### config.mk
export PLATFORM = sky130hd
export DESIGN_NAME = ahblite_uart
export DESIGN_NICKNAME = d
export VERILOG_FILES = /design/src/rtl/ahblite_uart.sv
export SDC_FILE = /design/constraint.sdc
export NUM_CORES = 1
export LEC_CHECK = 0
export CAP_MARGIN = 30
export CORE_ASPECT_RATIO = 0.7
export CORE_UTILIZATION = 25
export CTS_CLUSTER_SIZE = 12
export DETAILED_ROUTE_END_ITERATION = 10
export SLEW_MARGIN = 5
export SYNTH_ARGS = -nofsm -noshare
export SYNTH_HDL_FRONTEND = slang
export SYNTH_SLANG_ARGS = --single-unit
### constraint.sdc
create_clock -name HCLK -period 6.15 [get_ports HCLK]
set_clock_uncertainty 0.1 [all_clocks]
set_input_delay 1.23 -clock HCLK [delete_from_list [all_inputs] [get_ports HCLK]]
set_output_delay 1.23 -clock HCLK [all_outputs]
set_load 0.02 [all_outputs]
### src/rtl/ahblite_uart.sv
// AHB-Lite slave for the UART register window.
// Offsets: 0x0 RXDATA (read pops RX FIFO), 0x4 STATE, 0x8 TXDATA, 0xC reserved.
// Received bytes go into a small circular FIFO. Transmit bytes are handed to
// the TX core with a one-cycle strobe, and the bus is stalled while the core
// is busy.
module ahblite_uart #(
  parameter int RX_DEPTH = 4
) (
  input  logic        HCLK,
  input  logic        HRESETn,
  input  logic        HSEL,
  input  logic [31:0] HADDR,
  input  logic [1:0]  HTRANS,
  input  logic [2:0]  HSIZE,
  input  logic [3:0]  HPROT,
  input  logic        HWRITE,
  input  logic [31:0] HWDATA,
  input  logic        HREADY,
  output logic        HREADYOUT,
  output logic [31:0] HRDATA,
  output logic        HRESP,
  input  logic [7:0]  rx_data,
  input  logic        rx_valid,
  input  logic        tx_busy,
  output logic [7:0]  tx_data,
  output logic        tx_en,
  output logic        uart_irq
);

  localparam int          PW       = $clog2(RX_DEPTH);
  localparam logic [PW:0] FULL_CNT = (PW+1)'(RX_DEPTH);

  localparam logic [1:0] A_RXDATA = 2'd0;
  localparam logic [1:0] A_STATE  = 2'd1;
  localparam logic [1:0] A_TXDATA = 2'd2;

  // Registered data-phase context
  logic          rd_act_q, rd_act_d;
  logic          wr_act_q, wr_act_d;
  logic [1:0]    addr_q, addr_d;

  // TX handshake
  logic [7:0]    tx_data_q, tx_data_d;
  logic          tx_en_q, tx_en_d;

  // RX FIFO
  logic [7:0]    fifo_q [RX_DEPTH];
  logic [7:0]    fifo_d [RX_DEPTH];
  logic [PW-1:0] rd_ptr_q, rd_ptr_d;
  logic [PW-1:0] wr_ptr_q, wr_ptr_d;
  logic [PW:0]   count_q, count_d;
  logic          overrun_q, overrun_d;

  logic          access;
  logic          tx_stall;
  logic          tx_fire;
  logic          fifo_empty;
  logic          fifo_full;
  logic          pop;
  logic          push;
  logic          ovr_set;
  logic          ovr_clr;

  // Inputs that carry no meaning for this register map.
  logic          unused_inputs;
  assign unused_inputs = ^{HSIZE, HPROT, HADDR[31:4], HADDR[1:0], HTRANS[0], HWDATA[31:8]};

  // Bus decode, TX handshake and FIFO bookkeeping
  always_comb begin
    access     = HSEL & HTRANS[1] & HREADY;
    fifo_empty = (count_q == '0);
    fifo_full  = (count_q == FULL_CNT);

    // A TXDATA write may only complete once the core has taken the previous
    // byte: tx_en covers the cycle before the core raises tx_busy.
    tx_stall = wr_act_q & (addr_q == A_TXDATA) & (tx_busy | tx_en_q);
    tx_fire  = wr_act_q & (addr_q == A_TXDATA) & ~(tx_busy | tx_en_q);

    // Reads never stall, so a read data phase completes in its first cycle.
    pop     = rd_act_q & (addr_q == A_RXDATA) & ~fifo_empty;
    push    = rx_valid & (~fifo_full | pop);
    ovr_set = rx_valid & fifo_full & ~pop;
    ovr_clr = rd_act_q & (addr_q == A_STATE);

    rd_act_d = rd_act_q;
    wr_act_d = wr_act_q;
    addr_d   = addr_q;
    if (HREADY) begin
      rd_act_d = access & ~HWRITE;
      wr_act_d = access & HWRITE;
      addr_d   = HADDR[3:2];
    end

    tx_data_d = tx_data_q;
    tx_en_d   = 1'b0;
    if (tx_fire) begin
      tx_data_d = HWDATA[7:0];
      tx_en_d   = 1'b1;
    end

    fifo_d   = fifo_q;
    wr_ptr_d = wr_ptr_q;
    rd_ptr_d = rd_ptr_q;
    if (push) begin
      fifo_d[wr_ptr_q] = rx_data;
      wr_ptr_d         = wr_ptr_q + PW'(1);
    end
    if (pop) begin
      rd_ptr_d = rd_ptr_q + PW'(1);
    end

    count_d = count_q;
    case ({push, pop})
      2'b10:   count_d = count_q + (PW+1)'(1);
      2'b01:   count_d = count_q - (PW+1)'(1);
      default: count_d = count_q;
    endcase

    // A new overrun in the same cycle as a STATE read must not be lost.
    overrun_d = overrun_q;
    if (ovr_set) begin
      overrun_d = 1'b1;
    end else if (ovr_clr) begin
      overrun_d = 1'b0;
    end
  end

  // Control and status registers with synchronous reset
  always_ff @(posedge HCLK) begin
    if (!HRESETn) begin
      rd_act_q  <= 1'b0;
      wr_act_q  <= 1'b0;
      addr_q    <= 2'd0;
      tx_data_q <= 8'h00;
      tx_en_q   <= 1'b0;
      rd_ptr_q  <= '0;
      wr_ptr_q  <= '0;
      count_q   <= '0;
      overrun_q <= 1'b0;
    end else begin
      rd_act_q  <= rd_act_d;
      wr_act_q  <= wr_act_d;
      addr_q    <= addr_d;
      tx_data_q <= tx_data_d;
      tx_en_q   <= tx_en_d;
      rd_ptr_q  <= rd_ptr_d;
      wr_ptr_q  <= wr_ptr_d;
      count_q   <= count_d;
      overrun_q <= overrun_d;
    end
  end

  // FIFO storage; emptied logically by the pointer reset, data left as-is
  always_ff @(posedge HCLK) begin
    fifo_q <= fifo_d;
  end

  // Read data mux from the registered data-phase address
  always_comb begin
    HRDATA = 32'h0;
    if (rd_act_q) begin
      case (addr_q)
        A_RXDATA: HRDATA = fifo_empty ? 32'h0 : {24'h0, fifo_q[rd_ptr_q]};
        A_STATE:  HRDATA = {29'h0, overrun_q, ~fifo_empty, tx_busy | tx_en_q};
        A_TXDATA: HRDATA = {24'h0, tx_data_q};
        default:  HRDATA = 32'h0;
      endcase
    end
  end

  assign HREADYOUT = ~tx_stall;
  assign HRESP     = 1'b0;
  assign tx_data   = tx_data_q;
  assign tx_en     = tx_en_q;
  assign uart_irq  = ~fifo_empty;

endmodule

==> impl_metrics.py <==
metrics = {
    "sta": {
        "timing.final.hold_violations": 0,
        "worstMarginPinSlew_ns": 0.7526,
        "rsz0062_at_grt": "false",
        "slew_headroom_pct": 49.44,
        "worst_slack_ns": 1.974,
        "slew_viol_final": 0,
        "setup_viol": 0,
        "tns_ns": 0,
        "finalCriticalPeriod_ns": 4.176,
        "fmax_ghz": 0.2395,
        "post-route-period-util_pct": 67.90,
    },
    "critical_path": {
        "path_class": "primary input to primary output",
        "crit_chain": "clkdlybuf4s50_1 > o21ai_0 > o22ai_1 > a22o_1 > clkdlybuf4s50_1",
        "cp_slowest_cell": "clkdlybuf4s50_1",
        "critPathBufInv": 2,
        "critPathMaxStageDelay_ns": 0.60,
        "arrival_ns": 2.85,
        "required_ns": 4.82,
        "crit_family": "buffers and inverters",
        "worst_setup_path_end_kind": "primary output",
        "path_common_cell": "clkdlybuf4s50_1",
        "crit_fanout": 3,
        "cp-start-kind": "primary input",
    },
    "layout": {
        "ff_latch_area_sq_um": 1381,
        "synthToLayoutAreaGrowth_pct": 25.38,
        "n_antenna_cell": 0,
        "final_nets": 339,
        "n_fill_cell": 934,
        "layout-drive-gt1-share_pct": 7.724,
        "stdcell_area_sq_um": 3103,
        "multi_input_area_sq_um": 912.1,
    },
    "floorplanning": {
        "die_x_um": 120.9,
        "initial_core_util_pct": 26.54,
        "io_pins": 132,
        "rows": 29,
        "coreArea_sq_um": 9325,
        "dieArea_sq_um": 10310,
        "die-height_um": 85.25,
    },
    "cts": {
        "clkSlewWorstSetupHoldPaths_ns": 0.07,
        "clk_latency_ns": 0.30,
        "htree_num_levels": 2,
        "clock_sinks": 53,
        "ctsRootBufferMaster": "clkbuf_16",
        "cts_tree": "built",
        "post_cts.repair.setup_buffers": 0,
        "cts_buffers": 5,
        "cts.repair.resized": 0,
        "hold_buffers": 0,
        "ctsLongestPathBuffers": 2,
    },
    "routing": {
        "drc": 0,
        "totalWireLength_um": 5233,
        "vias": 1586,
        "wl_per_cell_um": 14.14,
        "first_iter_violations": 144,
        "firstDrtPassIters": 4,
        "antenna_left": 0,
        "via_per_inst": 4.286,
    },
    "grt": {
        "grt_pass1_vias": 1488,
        "antenna_found_initial": 0,
        "grt_start_max_net_pins": 20,
        "grt_first_pass_wirelength_um": 7969,
        "overflow": 0,
        "grt_usage_pct": 10.30,
    },
    "run": {
        "max-cap-violations": 0,
    },
    "placed_design": {
        "preCtsSetupSlack_ns": 1.970,
        "dp_hpwl_um": 3799,
        "placed_cell_area_sq_um": 2930,
        "gp_congestion": 0.7556,
        "io_buffers": 44,
    },
    "synthesis": {
        "synth_area_sq_um": 2475,
        "ys_seq_area_share_pct": 55.81,
        "ys_types": 39,
        "syn_inst": 204,
        "ys_seq_elements": 53,
        "synth.avg_cell_area_sq_um": 12.13,
        "yosys_warnings": 0,
    },
    "power_and_ir_drop": {
        "ir_worst_vdd_v": 0.0001019,
        "leakage_uw": 0.001066,
        "power_density_nw_per_um2": 259.7,
    },
    "min_path": {
        "hold_class": "flop to flop",
    },
    "status": {
        "outcome": "finished, final reports clean",
    },
}
-- cells by family (layout without fill, tap and decap cells) --
group	after synthesis	after routing	synth area share (%)
buffers and inverters	45	63	10.97
other	1	25	0.1515
xor gates and xnor gates	2	2	0.7079
DFF	53	53	55.81
and+or+nand+nor	47	47	10.47
muxes	12	12	8.898
AOI/OAI and AO/OA	38	38	9.657
adders and majority gates	6	6	3.337
-- worst paths after layout --
check / from / end / depth (start not counted) / slack, ns
worst min register to register: overrun_q / overrun_q / 2 / 0.36
worst min-delay path: overrun_q / overrun_q / 2 / 0.36
worst max register to register: addr_q[1] / count_q[2] / 8 / 3.42
worst max-delay path: tx_busy / HRDATA[0] / 5 / 1.97
-- placed cells by master (no fill, tap or decap), types with 2 or more instances in the layout --
cell             instances
mux4_2                   8
and2_1                   4
nand4_1                  2
edfxtp_1                32
nand3b_1                 4
nand2_1                  8
or3_1                    2
a22o_1                   6
nor2_1                   8
dfxtp_1                 21
inv_1                   10
and3b_1                  2
xor2_1                   2
nand3_1                  8
mux2i_1                  4
clkdlybuf4s50_1         44
inv_6                    2
conb_1                  25
o21ai_0                 11
ha_1                     5
nor3_1                   2
clkbuf_16                5
a21oi_1                 16
-- tightest hold or removal path, cell delays in order, from the launching register on --
cell	delay, ns
dfxtp_1	0.31
nand2_1	0.05
a21oi_1	0.05
-- layout make-up --
class                      count  area share (%)
multi-input combinational    130           29.40
sequential                    53           44.52
clock inverter                 3           1.532
timing repair buffer          44           14.19
inverter                      11           1.331
tap                          124           5.000
clock buffer                   5           4.032
-- flip-flops by register name, indices dropped and copies added (netlist names) --
register   cells
overrun_q      1
count_q        3
tx_en          1
fifo_q        32
wr_ptr_q       2
wr_act_q       1
rd_act_q       1
rd_ptr_q       2
tx_data        8
addr_q         2
-- per-layer routing --
metal,GRT usage [%],up-vias,share of wire (%)
li1,-,764,-
met1,14.85,763,51
met2,14.60,55,42
met3,3.427,4,6.4
met4,2.694,0,0.84
met5,0,-,0
-- synth_stat cells --
library cell  count  area (sq um)
and3b_1           2         17.52
or3b_1            1         8.760
a21oi_1          16         80.08
nand2_1           8         30.03
or2_2             1         6.260
nand2b_1          1         6.260
nand4b_1          1         8.760
nand4_1           2         12.51
o31ai_1           1         7.510
o21ai_0          11         55.05
or3_1             2         12.51
edfxtp_1         32         960.9
buf_4            25         187.7
or4_1             1         7.510
nor2_1            8         30.03
or2b_1            1         7.510
buf_6             1         11.26
and2_1            4         25.02
fa_1              1         20.02
ha_1              5         62.56
clkinv_1          1         3.750
mux4_2            8         180.2
a21o_1            1         7.510
o22ai_1           1         6.260
buf_2             1         5.000
nand3b_1          4         30.03
mux2i_1           4         40.04
inv_1            10         37.54
a22o_1            6         52.55
xor2_1            2         17.52
dfxtp_1          21         420.4
o41ai_1           1         8.760
conb_1            1         3.750
nand3_1           8         40.04
buf_1             2         7.510
a31oi_4           1         21.27
clkbuf_1          5         18.77
nor2_2            1         6.260
nor3_1            2         10.01
-- per-stage QoR --
stage | hold WS, ns | total power (uW) | utilization [%] | cells
after floorplan | 0.3364 | 465.2 | - | 228
final | 0.3559 | 805.9 | 33.28 | 370
after CTS | 0.3565 | 814.4 | 33.28 | 370
after global placement | 0.3483 | 485.4 | 31.42 | 362
after detailed placement | 0.3470 | 487.2 | 31.42 | 362
after global routing | 0.3985 | 837.4 | 33.28 | 370
-- where the power goes --
| part | switching (uW) | internal [uW] | leakage, uW |
|---|---|---|---|
| Sequential | 8.36 | 391 | 0.000464 |
| Combinational | 47.2 | 32.2 | 0.000516 |
| Clock | 132 | 195 | 0.0000848 |
| Total | 188 | 618 | 0.00107 |
Power figures use the tool's default switching activity.
